File: src/rtl/fetch_pkg.sv
// fetch_pkg: shared rvga fetch types: FSM state, word type, redirect bundle, NOP encoding.
package fetch_pkg;
  typedef logic [31:0] rvga_word;
  typedef enum logic [1:0] {IDLE, WAIT, DROP} fetch_state_e;
  typedef struct packed {
    logic     valid;
    rvga_word tgt;
  } redirect_t;
  localparam rvga_word NOP = 32'h0000_0013;
endpackage

File: src/rtl/fetch_queue.sv
// fetch_queue: circular FIFO of {pc, instr} pairs with flush, full/empty and count.
module fetch_queue
  import fetch_pkg::*;
#(
  parameter int       DEPTH  = 2,
  parameter rvga_word RST_PC = 32'h0000_0000,
  localparam int      AW     = $clog2(DEPTH)
) (
  input  logic     clk,
  input  logic     rst_n,
  input  logic     flush,
  input  logic     push,
  input  logic     pop,
  input  rvga_word push_pc,
  input  rvga_word push_instr,
  output rvga_word head_pc,
  output rvga_word head_instr,
  output logic     empty,
  output logic     full,
  output logic [AW:0] count
);
  rvga_word pc_q [DEPTH];
  rvga_word pc_d [DEPTH];
  rvga_word instr_q [DEPTH];
  rvga_word instr_d [DEPTH];
  logic [AW-1:0] rd_q, rd_d, wr_q, wr_d;
  logic [AW:0] cnt_q, cnt_d;
  logic do_push, do_pop;
  assign empty = cnt_q == '0;
  assign full = cnt_q == (AW+1)'(DEPTH);
  assign count = cnt_q;
  assign head_pc = pc_q[rd_q];
  assign head_instr = instr_q[rd_q];
  always_comb begin
    do_push = push & ~flush & (~full | pop);
    do_pop = pop & ~empty & ~flush;
    pc_d = pc_q;
    instr_d = instr_q;
    if (do_push) begin
      pc_d[wr_q] = push_pc;
      instr_d[wr_q] = push_instr;
    end
    rd_d = flush ? '0 : rd_q + AW'(do_pop);
    wr_d = flush ? '0 : wr_q + AW'(do_push);
    cnt_d = flush ? '0 : cnt_q + (AW+1)'(do_push) - (AW+1)'(do_pop);
  end
  always_ff @(posedge clk or negedge rst_n) begin
    if (!rst_n) begin
      pc_q <= '{default: RST_PC};
      instr_q <= '{default: '0};
      rd_q <= '0;
      wr_q <= '0;
      cnt_q <= '0;
    end else begin
      pc_q <= pc_d;
      instr_q <= instr_d;
      rd_q <= rd_d;
      wr_q <= wr_d;
      cnt_q <= cnt_d;
    end
  end
endmodule

File: src/rtl/fetch.sv
// fetch: rvga PC and single-outstanding imem request FSM feeding a decode queue.
// Define RVGA_FETCH_BYPASS_EN for a zero-latency path from imem_rdata into if_id_* when the queue is empty.
module fetch
  import fetch_pkg::*;
#(
  parameter rvga_word RESET_PC = 32'h0000_0000,
  parameter int       QDEPTH   = 2
) (
  input  logic        clk,
  input  logic        rst_n,
  input  logic        stall,
  input  logic        redirect_valid,
  input  logic [31:0] redirect_tgt,
  output logic        imem_req,
  output logic [31:0] imem_addr,
  input  logic        imem_gnt,
  input  logic        imem_rvalid,
  input  logic [31:0] imem_rdata,
  output logic        if_id_valid,
  output logic [31:0] if_id_pc,
  output logic [31:0] if_id_instr
);
  localparam int CW = $clog2(QDEPTH) + 1;
  fetch_state_e state_q, state_d;
  rvga_word pc_q, pc_d, ipc_q, ipc_d, q_pc, q_instr;
  redirect_t rdr;
  logic gnt_ok, busy, good, byp, q_push, q_pop, q_empty, q_full;
  logic [CW-1:0] q_count;
  logic [CW:0] occ;
  assign rdr = '{valid: redirect_valid, tgt: redirect_tgt & ~32'h3};
  always_comb begin
    good = (state_q == WAIT) & imem_rvalid & ~rdr.valid;
`ifdef RVGA_FETCH_BYPASS_EN
    byp = good & q_empty;
`else
    byp = 1'b0;
`endif
    if_id_valid = ~q_empty | byp;
    if_id_pc = byp ? ipc_q : q_pc;
    if_id_instr = byp ? imem_rdata : q_instr;
    q_pop = ~q_empty & ~stall;
    q_push = good & (~q_full | q_pop) & ~(byp & ~stall);
    // Only request when the response is guaranteed a slot on arrival.
    occ = {1'b0, q_count} + (CW+1)'(q_push) - (CW+1)'(q_pop);
    imem_req = rst_n & ((state_q == IDLE) | imem_rvalid) & (occ < (CW+1)'(QDEPTH));
    imem_addr = pc_q;
    gnt_ok = imem_req & imem_gnt;
    busy = (state_q != IDLE) & ~imem_rvalid;
    state_d = (gnt_ok | busy) ? (rdr.valid ? DROP : (gnt_ok ? WAIT : state_q)) : IDLE;
    pc_d = rdr.valid ? rdr.tgt : (gnt_ok ? pc_q + 32'd4 : pc_q);
    ipc_d = gnt_ok ? pc_q : ipc_q;
  end
  always_ff @(posedge clk or negedge rst_n) begin
    if (!rst_n) begin
      state_q <= IDLE;
      pc_q <= RESET_PC;
      ipc_q <= RESET_PC;
    end else begin
      state_q <= state_d;
      pc_q <= pc_d;
      ipc_q <= ipc_d;
    end
  end
  fetch_queue #(.DEPTH(QDEPTH), .RST_PC(RESET_PC)) u_queue (
    .clk(clk),
    .rst_n(rst_n),
    .flush(rdr.valid),
    .push(q_push),
    .pop(q_pop),
    .push_pc(ipc_q),
    .push_instr(imem_rdata),
    .head_pc(q_pc),
    .head_instr(q_instr),
    .empty(q_empty),
    .full(q_full),
    .count(q_count)
  );
endmodule

File: config.mk
export PLATFORM = sky130hd
export DESIGN_NAME = fetch
export DESIGN_NICKNAME = d
export VERILOG_FILES = /design/src/rtl/fetch_pkg.sv /design/src/rtl/fetch_queue.sv /design/src/rtl/fetch.sv
export SDC_FILE = /design/constraint.sdc
export NUM_CORES = 1
export LEC_CHECK = 0
export BUFFER_PORTS_ARGS = -buffer_cell sky130_fd_sc_hd__buf_2
export CAP_MARGIN = 20
export CORE_MARGIN = 1.5
export CORE_UTILIZATION = 30
export DETAILED_ROUTE_END_ITERATION = 16
export GPL_TIMING_DRIVEN = 0
export HOLD_SLACK_MARGIN = 0.12
export PLACE_DENSITY_LB_ADDON = 0.05
export SETUP_SLACK_MARGIN = 0.15
export SLEW_MARGIN = 15
export SYNTH_ARGS = -nofsm -noshare
export SYNTH_HDL_FRONTEND = slang
export SYNTH_SLANG_ARGS = --single-unit
File: constraint.sdc
create_clock -name clk -period 3.02 [get_ports clk]
set_input_delay 0.453 -clock clk [delete_from_list [all_inputs] [get_ports clk]]
set_output_delay 0.453 -clock clk [all_outputs]
set_load 0.01 [all_outputs]
---- After elaboration in Yosys (flattened, before gate mapping) ----
Cells that the tools add are included.
cells by class
  bitwise logic cells ..................... 22
  equal/unequal tests ..................... 3
  mux-type cells .......................... 18
  reductions and logical operators ........ 5
  add/subtract/negate cells ............... 7
  order comparisons ....................... 4
operator list
  operator                 number
  $mux W32                 9
  $bwmux W64               2
  $add A32 B3 Y32 const B  1
  $demux W32 S1            1
  $and A1 B1 Y1            12
  $mux W2                  4
  $not A1 Y1               5
  $ge A2 B2 Y1 const B     2
  $logic_not A2 Y1         2
  $not A1 Y2               2
  $reduce_bool A2 Y1       2
  $add A2 B1 Y3            1
  $lt A3 B2 Y1 const B     1
  $ne A3 B3 Y1 const B     1
  $or A1 B1 Y1             3
  $sub A3 B1 Y3            1
  $add A1 B1 Y1            2
  $add A2 B1 Y2            1
  $eq A2 B1 Y1 const B     1
  $eq A2 B2 Y1 const B     1
  $lt A2 B1 Y1 const B     1
  $mux W1                  2
  $sub A2 B1 Y2            1
  $logic_and A1 B1 Y1      1
storage, ports and cells
  word-level logic and storage cells ...... 69
  input port bits ......................... 70
  bits in registers ....................... 198
  output and inout port bits .............. 98

---- Logic depth before layout (Yosys ltp) ----
Gate-level depths: netlist of run 1.
  word-level depth ........................ 13
  depth in mapped cells ................... 12
  mapped depth without buffers ............ 10

---- Modules after synthesis ----
A second synthesis of run 1 with hierarchy kept.
second synthesis, totals
  cell total of the unflattened synthesis .. 654
  area total of the unflattened synthesis .. 8861.0 µm²
modules (own cells, without submodules)
  module       sequential area each (µm²)  area each (µm²)  times used  cells an instance
  fetch_queue  3303.2                      5835.6           1           366
  fetch        1551.5                      3025.4           1           288

---- Worst setup path after synthesis of run 1 ----
Ideal clock, no wire load.
  path type ............................... reg2reg
  start ................................... register u_queue.cnt_q[1], in the netlist u_queue.count[1]
  end ..................................... register pc_q[18], in the netlist imem_addr[18]
  clock period less this slack ............ 3.262 ns
  setup time .............................. 0.125 ns
  path slack .............................. -0.242 ns
  data arrival time ....................... 3.137 ns
  required time ........................... 2.895 ns
  cell stages (with the launch flop) ...... 11
  buffers on the path ..................... 0
  cell sequence ........................... dfrtp_1 -> or2_2 -> nor2b_1 -> ha_1 -> nand2b_1 -> fa_1 -> nand2_1 -> or4_4 -> nor4_4 -> xor2_1 -> mux2_2
between the ends
  cells in the longest elaborated chain, start to end .. 11
  elaborated cells between the ends (all ways) .. 13
  those cells by class .................... add/sub: 2; order compare: 1; eq/ne: 1; bitwise: 7; reduce/logical: 2
ends and longest elaborated chain
  element                         line               source
  start: declaration              fetch_queue.sv:27  logic [AW:0] cnt_q, cnt_d;
  start signal: assignment        fetch_queue.sv:59  cnt_q <= cnt_d;
  $logic_not A2 Y1 *              fetch_queue.sv:29  assign empty = cnt_q == '0;
  $not A1 Y1 *                    n/a
  net if_id_valid                 fetch.sv:19        output logic if_id_valid,
  $and A1 B1 Y1 *                 fetch.sv:41        q_pop = ~q_empty & ~stall;
  $or A1 B1 Y1                    fetch.sv:42        q_push = good & (~q_full | q_pop) & ~(byp & ~stall);
  $and A1 B1 Y1                   fetch.sv:42
  $add A2 B1 Y3                   fetch.sv:44        occ = {1'b0, q_count} + (CW+1)'(q_push) - (CW+1)'(q_pop);
  $sub A3 B1 Y3 *                 fetch.sv:44
  $lt A3 B2 Y1 *                  fetch.sv:45        imem_req = rst_n & ((state_q == IDLE) | imem_rvalid) & (occ < (CW+1)'(QDEPTH));
  $and A1 B1 Y1 *                 fetch.sv:45
  $and A1 B1 Y1 *                 fetch.sv:47        gnt_ok = imem_req & imem_gnt;
  $reduce_bool A2 Y1 (no line) *  n/a
  end signal: assignment          fetch.sv:60        pc_q <= pc_d;
  end: declaration                fetch.sv:25        rvga_word pc_q, pc_d, ipc_q, ipc_d, q_pc, q_instr;
The timed path passes the listed nets; every way through them passes the cells marked *.
A chain may end at the register's enable or synchronous reset.

---- Worst setup path in the final report of run 1 ----
  start ................................... register u_queue.cnt_q[1], in the netlist u_queue.count[1]
  end ..................................... register pc_q[18], in the netlist imem_addr[18]
between the ends
  cells in the longest elaborated chain, start to end .. 11
  elaborated cells between the ends (all ways) .. 13
  those cells by class .................... add/sub: 2; order compare: 1; eq/ne: 1; bitwise: 7; reduce/logical: 2
ends and longest elaborated chain
  element                         line
  $logic_not A2 Y1                fetch_queue.sv:29
  $not A1 Y1                      fetch.sv:41
  $and A1 B1 Y1                   fetch.sv:41
  $or A1 B1 Y1                    fetch.sv:42
  $and A1 B1 Y1                   fetch.sv:42
  $add A2 B1 Y3                   fetch.sv:44
  $sub A3 B1 Y3 *                 fetch.sv:44
  $lt A3 B2 Y1 *                  fetch.sv:45
  $and A1 B1 Y1 *                 fetch.sv:45
  $and A1 B1 Y1 *                 fetch.sv:47
  $reduce_bool A2 Y1 (no line) *  n/a
Every way passes the cells marked *; elsewhere a longest branch is shown, timed or not.

==> results.yml, run 1 <==
run_status:
  status: "finished, final reports clean"
critical_path:
  crit_path_start_kind: "flop"
  crit_path_end_kind: "flop"
  timing_worst_setup_path_type: "reg -> reg"
  worst-endpoint-arrival_ns: 3.34
  worst-path-max-fanout: 4
  critPathRequiredTime_ns: 3.34
clock_tree:
  h-tree-depth: 4
  clock-sinks: 190
  clock_insertion_delay_worst_skew_ns: 0.43
  total_cts_buffers: 17
  cts_tree: "done"
  root_buffer: "clkbuf_16"
  clk_path_buf_depth: 2
  cts.clk_slew.worst_paths_ns: 0.08
power:
  power_density_mw_per_mm2: 717
  total_power_uw: 7780
  p_leak_uw: 0.00522
  vdd_ir_drop_max_v: 0.000286
route:
  remaining_drc_errors: 0
  route.vias.total: 5698
  drt_iter0_drc: 172
  drt_first_pass_iters: 4
  route.detailed.vias_per_inst: 4.67
  final_routed_wirelength_um: 22100
  antenna_left: 0
  wl_per_cell_um: 18.1
global_routing:
  grtUsageMet3: 0.0338
  overflow: 0
  use_met1: 0.206
  grt_peak_use_layer: "met2"
  grt_antenna_before_repair: 0
  globalRouteTotalUtil: 0.156
  met2_usage: 0.255
  grt_first_pass_wirelength_um: 34600
  grt_max_degree: 97
  grt_pass1_vias: 6187
timing:
  fin_worst_skew_ns: 0.0139
  clock.fmax_ghz: 0.331
  final_min_period_over_clock_period: 0.999
  final_max_slew_viol_count: 0
  final_hold_viols: 0
  measured_slew_at_the_worst_slew_check_pin_ns: 0.723
  rsz0062_at_grt: "yes"
  final-setup-viol-count: 0
  timing.final.crit_period_ns: 3.02
  timing.max_slew.rel_slack: 0.517
placement:
  placed_cells_incl_taps: 1171
  globalplace.congestion: 0.748
  numPortBuffers: 160
  post-dp-hpwl_um: 15700
floorplan:
  fp.dieArea_mm2: 0.0294
  fp.dieH_um: 172
  placement_rows: 61
  initial_core_utilization: 0.306
  chipWidth_um: 172
  io-pin-count: 168
  core_region_area_mm2: 0.0279
final_layout:
  final_layout_size_suffix_gt1_frac: 0.568
  num-nets-final: 906
  area_growth_pct: 27.3
  multi_input_area_mm2: 0.00377
  layout_commonest_cell: "mux2_2"
  fill_cells: 2752
  post_layout_instance_count_excluding_filler_cells: 1220
  most_frequent_cells_in_the_layout: "mux2_2 (215), dfrtp_1 (189), buf_2 (160)"
  diode_insertion_count_for_antenna_repair: 0
  regArea_mm2: 0.00476
min_path:
  min_path_type: "in -> async"
logic_synthesis:
  post_synth_instance_area_mm2: 0.00853
  yosys.cell_types.count: 38
  sequential_element_share_of_the_synthesized_area: 0.558
  syn_avg_cell_area_um2: 13.6
  syn_inst: 629
  ys_seq_elements: 190
  synth.yosys.warnings: 0
job:
  maxCapViolCount: 0
flip-flops by register name, summed over array words and instances (netlist names):
register	cells
ipc_q	30
u_queue.pc_q	60
imem_addr	30
u_queue.wr_q	1
u_queue.count	2
u_queue.instr_q	64
state_q	2
u_queue.rd_q	1
timing repair:
action	4_1_cts	5_1_grt
setup endpoints to repair	222	184
cloned	1	0
buffers inserted	11	4
resized for setup	25	49
pin swaps	11	5
endpoints found under the hold margin	95	16
worst max-delay path, cell delays in order, from the launching register on:
cell and delay [ns]:
dfrtp_2 0.41, or2_4 0.25, nor2b_4 0.14, ha_4 0.20
nand2b_4 0.13, fa_2 0.38, xor2_4 0.21, or4_4 0.59
nor4_4 0.21, xor2_1 0.11, mux2_4 0.27
cells in the mapped netlist:
library cell	number	area share
and4_1	1	0.0010
or2_2	1	0.00073
nor2_1	7	0.0031
ha_1	6	0.0088
o21ai_1	2	0.0012
or3_1	1	0.00073
buf_2	5	0.0029
xnor2_1	9	0.0092
mux2i_1	1	0.0012
nand2_1	36	0.016
nand3_2	1	0.0012
and2_1	3	0.0022
or4_1	1	0.00088
o21ai_0	28	0.016
o21ba_2	1	0.0012
nand3_1	11	0.0065
nand2_2	1	0.00073
nor4_1	1	0.00073
buf_1	3	0.0013
buf_4	4	0.0035
a21bo_2	1	0.0012
dfrtp_1	190	0.56
nor4_2	3	0.0044
nor2b_1	3	0.0022
fa_1	1	0.0023
a31oi_1	2	0.0015
inv_1	8	0.0035
nor3_1	3	0.0018
mux2_2	217	0.29
xor2_1	22	0.023
clkbuf_1	26	0.011
or4_4	1	0.0013
conb_1	1	0.00044
and3_1	5	0.0037
nand2b_1	2	0.0015
a21oi_1	1	0.00059
nor4_4	2	0.0050
nand4_1	18	0.013
metrics by stage:
stage	util	TNS, ns	worst slack (ns)	area [um^2]	hold slack [ns]
6_report	0.390	0	0.00301	10900	0.0225
5_1_grt	0.390	-0.235	-0.0620	10900	0.0610
4_1_cts	0.384	-0.00457	-0.00457	10700	0.0546
3_5_place_dp	0.356	-77.93	-0.686	9910	0.490
3_3_place_gp	0.354	-522.74	-2.75	9870	0.483
2_1_floorplan	-	0	0.00195	8600	0.157
final timing paths:
kind / cells past startpoint / slack, ns / startpoint / end
max: 10 / 0.003 / u_queue.count[1]$_DFF_PN0_ / imem_addr[18]$_DFFE_PN0P_
min reg2reg: 1 / 0.50 / u_queue.instr_q[30]$_DFFE_PN0P_ / u_queue.instr_q[30]$_DFFE_PN0P_
min: 1 / 0.02 / rst_n / u_queue.instr_q[51]$_DFFE_PN0P_
min in group clk: 3 / 0.22 / redirect_tgt[3] / imem_addr[3]$_DFFE_PN0P_
max reg2reg: 10 / 0.003 / u_queue.count[1]$_DFF_PN0_ / imem_addr[18]$_DFFE_PN0P_
max in group asynchronous: 2 / 1.48 / rst_n / u_queue.instr_q[31]$_DFFE_PN0P_
cells by family (layout without fill, tap and decap cells):
logic type / Yosys count / count (layout) / synth area share
simple gates: 101 / 101 / 0.0666
flops: 190 / 190 / 0.558
xor+xnor: 31 / 31 / 0.0318
buf+inv: 46 / 256 / 0.0227
other cells: 1 / 4 / 0.000440
compound gates: 35 / 35 / 0.0220
fa+ha+maj: 7 / 7 / 0.0112
mux: 218 / 218 / 0.288
final cells by class:
class | instances | area share
flip-flops and latches | 190 | 0.438
multi-input cells | 396 | 0.348
repair buffers | 178 | 0.0921
well taps | 378 | 0.0436
clock buffers | 18 | 0.0405
plain buffers | 38 | 0.0202
clock inverters | 14 | 0.0151
inverters | 8 | 0.00277
routing by layer:
layer,part of all wire,vias to the layer above
li1,-,2623
met5,0,-
met2,0.49,116
met1,0.46,2940
met3,0.042,19
met4,0.014,0
where the power goes:
part / total (uW) / switching (uW) / leakage, uW / internal [uW]
Clock: 2320 / 1110 / 0.000299 / 1220
Sequential: 3500 / 373 / 0.00246 / 3120
Combinational: 1970 / 873 / 0.00246 / 1090
No activity file was read; power rests on OpenSTA's default activity.
==> inputs of run 2 (changes only) <==
--- a/config.mk
+++ b/config.mk
@@ -9,6 +9,7 @@
 export CAP_MARGIN = 20
 export CORE_MARGIN = 1.5
 export CORE_UTILIZATION = 30
+export CTS_BUF_LIST = sky130_fd_sc_hd__clkbuf_4
 export DETAILED_ROUTE_END_ITERATION = 16
 export GPL_TIMING_DRIVEN = 0
 export HOLD_SLACK_MARGIN = 0.12
==> results.yml, run 2 (same netlist as run 1, synthesis figures left out) <==
final_layout:
  design_area_mm2: 0.0114
  largest_reg_flops: 64
  registers_with_the_most_flip_flops: "u_queue.instr_q (64), u_queue.pc_q (60)"
  num-nets-final: 979
  area_growth_pct: 33.1
  final_layout_size_suffix_gt1_frac: 0.532
  layout_commonest_cell: "mux2_2"
  largest_register: "u_queue.instr_q"
  most_frequent_cells_in_the_layout: "mux2_2 (211), dfrtp_1 (189), buf_2 (162)"
  final_core_utilization: 0.408
run_status:
  status: "complete, but fails checks"
  failed_checks: "hold timing, setup timing"
critical_path:
  worst_reg_to_reg_path_cell_count: 11
  worst-path-max-fanout: 4
  worst-endpoint-arrival_ns: 3.62
  timing_worst_setup_path_type: "reg -> reg"
  critPathRequiredTime_ns: 3.49
  crit_path_end_kind: "flop"
  crit_path_start_kind: "flop"
clock_tree:
  clock-sinks: 190
  cts.clk_slew.worst_paths_ns: 0.17
  h-tree-depth: 4
  total_cts_buffers: 17
  cts_tree: "done"
  root_buffer: "clkbuf_4"
  cts.hold.buffers_added: 63
  clock_insertion_delay_worst_skew_ns: 0.57
  clk_path_buf_depth: 2
placement:
  post-dp-hpwl_um: 15700
  placement.cell_area_mm2: 0.00991
  numPortBuffers: 160
  globalplace.congestion: 0.748
global_routing:
  grt_antenna_before_repair: 1
  grt_pass1_vias: 6355
  grt_first_pass_wirelength_um: 35100
  globalRouteTotalUtil: 0.158
  grt_max_degree: 97
  overflow: 0
floorplan:
  fp.dieH_um: 172
  chipWidth_um: 172
  fp.dieArea_mm2: 0.0294
  core_region_area_mm2: 0.0279
  placement_rows: 61
  io-pin-count: 168
  initial_core_utilization: 0.306
power:
  power_density_mw_per_mm2: 621
  vdd_ir_drop_max_v: 0.000242
  p_leak_uw: 0.00543
timing:
  measured_slew_at_the_worst_slew_check_pin_ns: 0.781
  post_route_setup_tns_ns: -0.500
  final_min_period_over_clock_period: 1.04
  rsz0062_at_grt: "yes"
  fin_ws_ns: -0.130
  clock.fmax_ghz: 0.317
  timing.final.crit_period_ns: 3.15
  fin_worst_skew_ns: 0.0257
  worst_hold_slack_ns: -0.151
  final_max_slew_viol_count: 0
  final_hold_viols: 95
  timing.max_slew.rel_slack: 0.480
  final-setup-viol-count: 12
route:
  antenna_left: 0
  route.vias.total: 5949
  final_routed_wirelength_um: 22800
  remaining_drc_errors: 0
  drt_iter0_drc: 173
  drt_first_pass_iters: 4
  route.detailed.vias_per_inst: 4.59
  wl_per_cell_um: 17.6
job:
  maxCapViolCount: 0
min_path:
  min_path_type: "in -> async"
==> run 2: changes by cell type in the layout (fill, tap and decap cells not counted), moves of 4 or more <==
cell / before / now
mux2_2: 215 / 211
dlygate4sd3_1: 1 / 63
mux2_4: 2 / 6
clkbuf_16: 17 / 3
clkbuf_4: 0 / 18
nand2_1: 31 / 35
buf_4: 16 / 22
==> run 2: per-layer routing <==
metal / vias up / wire length [um] / GRT usage
met5: - / 0 / 0
li1: 2766 / - / -
met2: 122 / 11100 / 0.265
met3: 13 / 860 / 0.0318
met1: 3048 / 10500 / 0.208
met4: 0 / 253 / 0.0381
==> run 2: critical path, cell delays in order, from the launching register on <==
cell	delay, ns
dfrtp_2	0.44
or2_4	0.25
nor2b_4	0.14
ha_4	0.20
nand2b_4	0.13
fa_2	0.38
xor2_4	0.20
buf_4	0.16
or4_4	0.57
nor4_4	0.20
xor2_1	0.11
mux2_2	0.26
==> run 2: timing repair <==
| action | CTS | global route |
|---|---|---|
| resized for setup | 28 | 57 |
| cloned | 1 | 4 |
| endpoints found under the setup margin | 242 | 145 |
| setup buffers | 14 | 8 |
| pin swaps | 6 | 4 |
| endpoints found under the hold margin | 190 | 95 |
==> run 2: final cells by class <==
type	instances	area, um^2
Sequential cell	190	4760
Clock inverter	15	168
Multi-Input combinational cell	397	3790
Timing Repair Buffer	250	1760
Inverter	8	30.0
Tap cell	378	473
Clock buffer	17	128
Fill cell	2735	16500
Buffer	38	241
Antenna cell	3	7.51
==> run 2: where the power goes <==
part / total (uW) / switching [uW] / internal (uW)
clock: 1460 / 1000 / 460
combinational: 2100 / 901 / 1200
sequential: 3490 / 374 / 3120
total: 7050 / 2280 / 4780
==> run 2: through the flow <==
step / hold slack, ns / cells / total power (uW) / setup WS [ns]
after floorplan: 0.157 / 632 / 4650 / 0.00195
after global placement: 0.483 / 1170 / 5420 / -2.75
after detailed placement: 0.490 / 1171 / 5510 / -0.686
after CTS: -0.157 / 1281 / 7110 / -0.174
after global routing: -0.147 / 1296 / 7510 / -0.224
final: -0.151 / 1296 / 7050 / -0.130
==> run 2: path summary, 6_finish.rpt <==
check                                                        to                             from  slack (ns)
worst max-delay path                  imem_addr[18]$_DFFE_PN0P_       u_queue.count[1]$_DFF_PN0_       -0.13
worst min-delay path            u_queue.instr_q[24]$_DFFE_PN0P_                            rst_n       -0.15
worst max register to register        imem_addr[18]$_DFFE_PN0P_       u_queue.count[1]$_DFF_PN0_       -0.13
worst min register to register  u_queue.instr_q[30]$_DFFE_PN0P_  u_queue.instr_q[30]$_DFFE_PN0P_        0.52
max in group asynchronous            u_queue.count[1]$_DFF_PN0_                            rst_n        2.22
min in group clk                         state_q[0]$_DFFE_PN0P_                      imem_rvalid        0.22
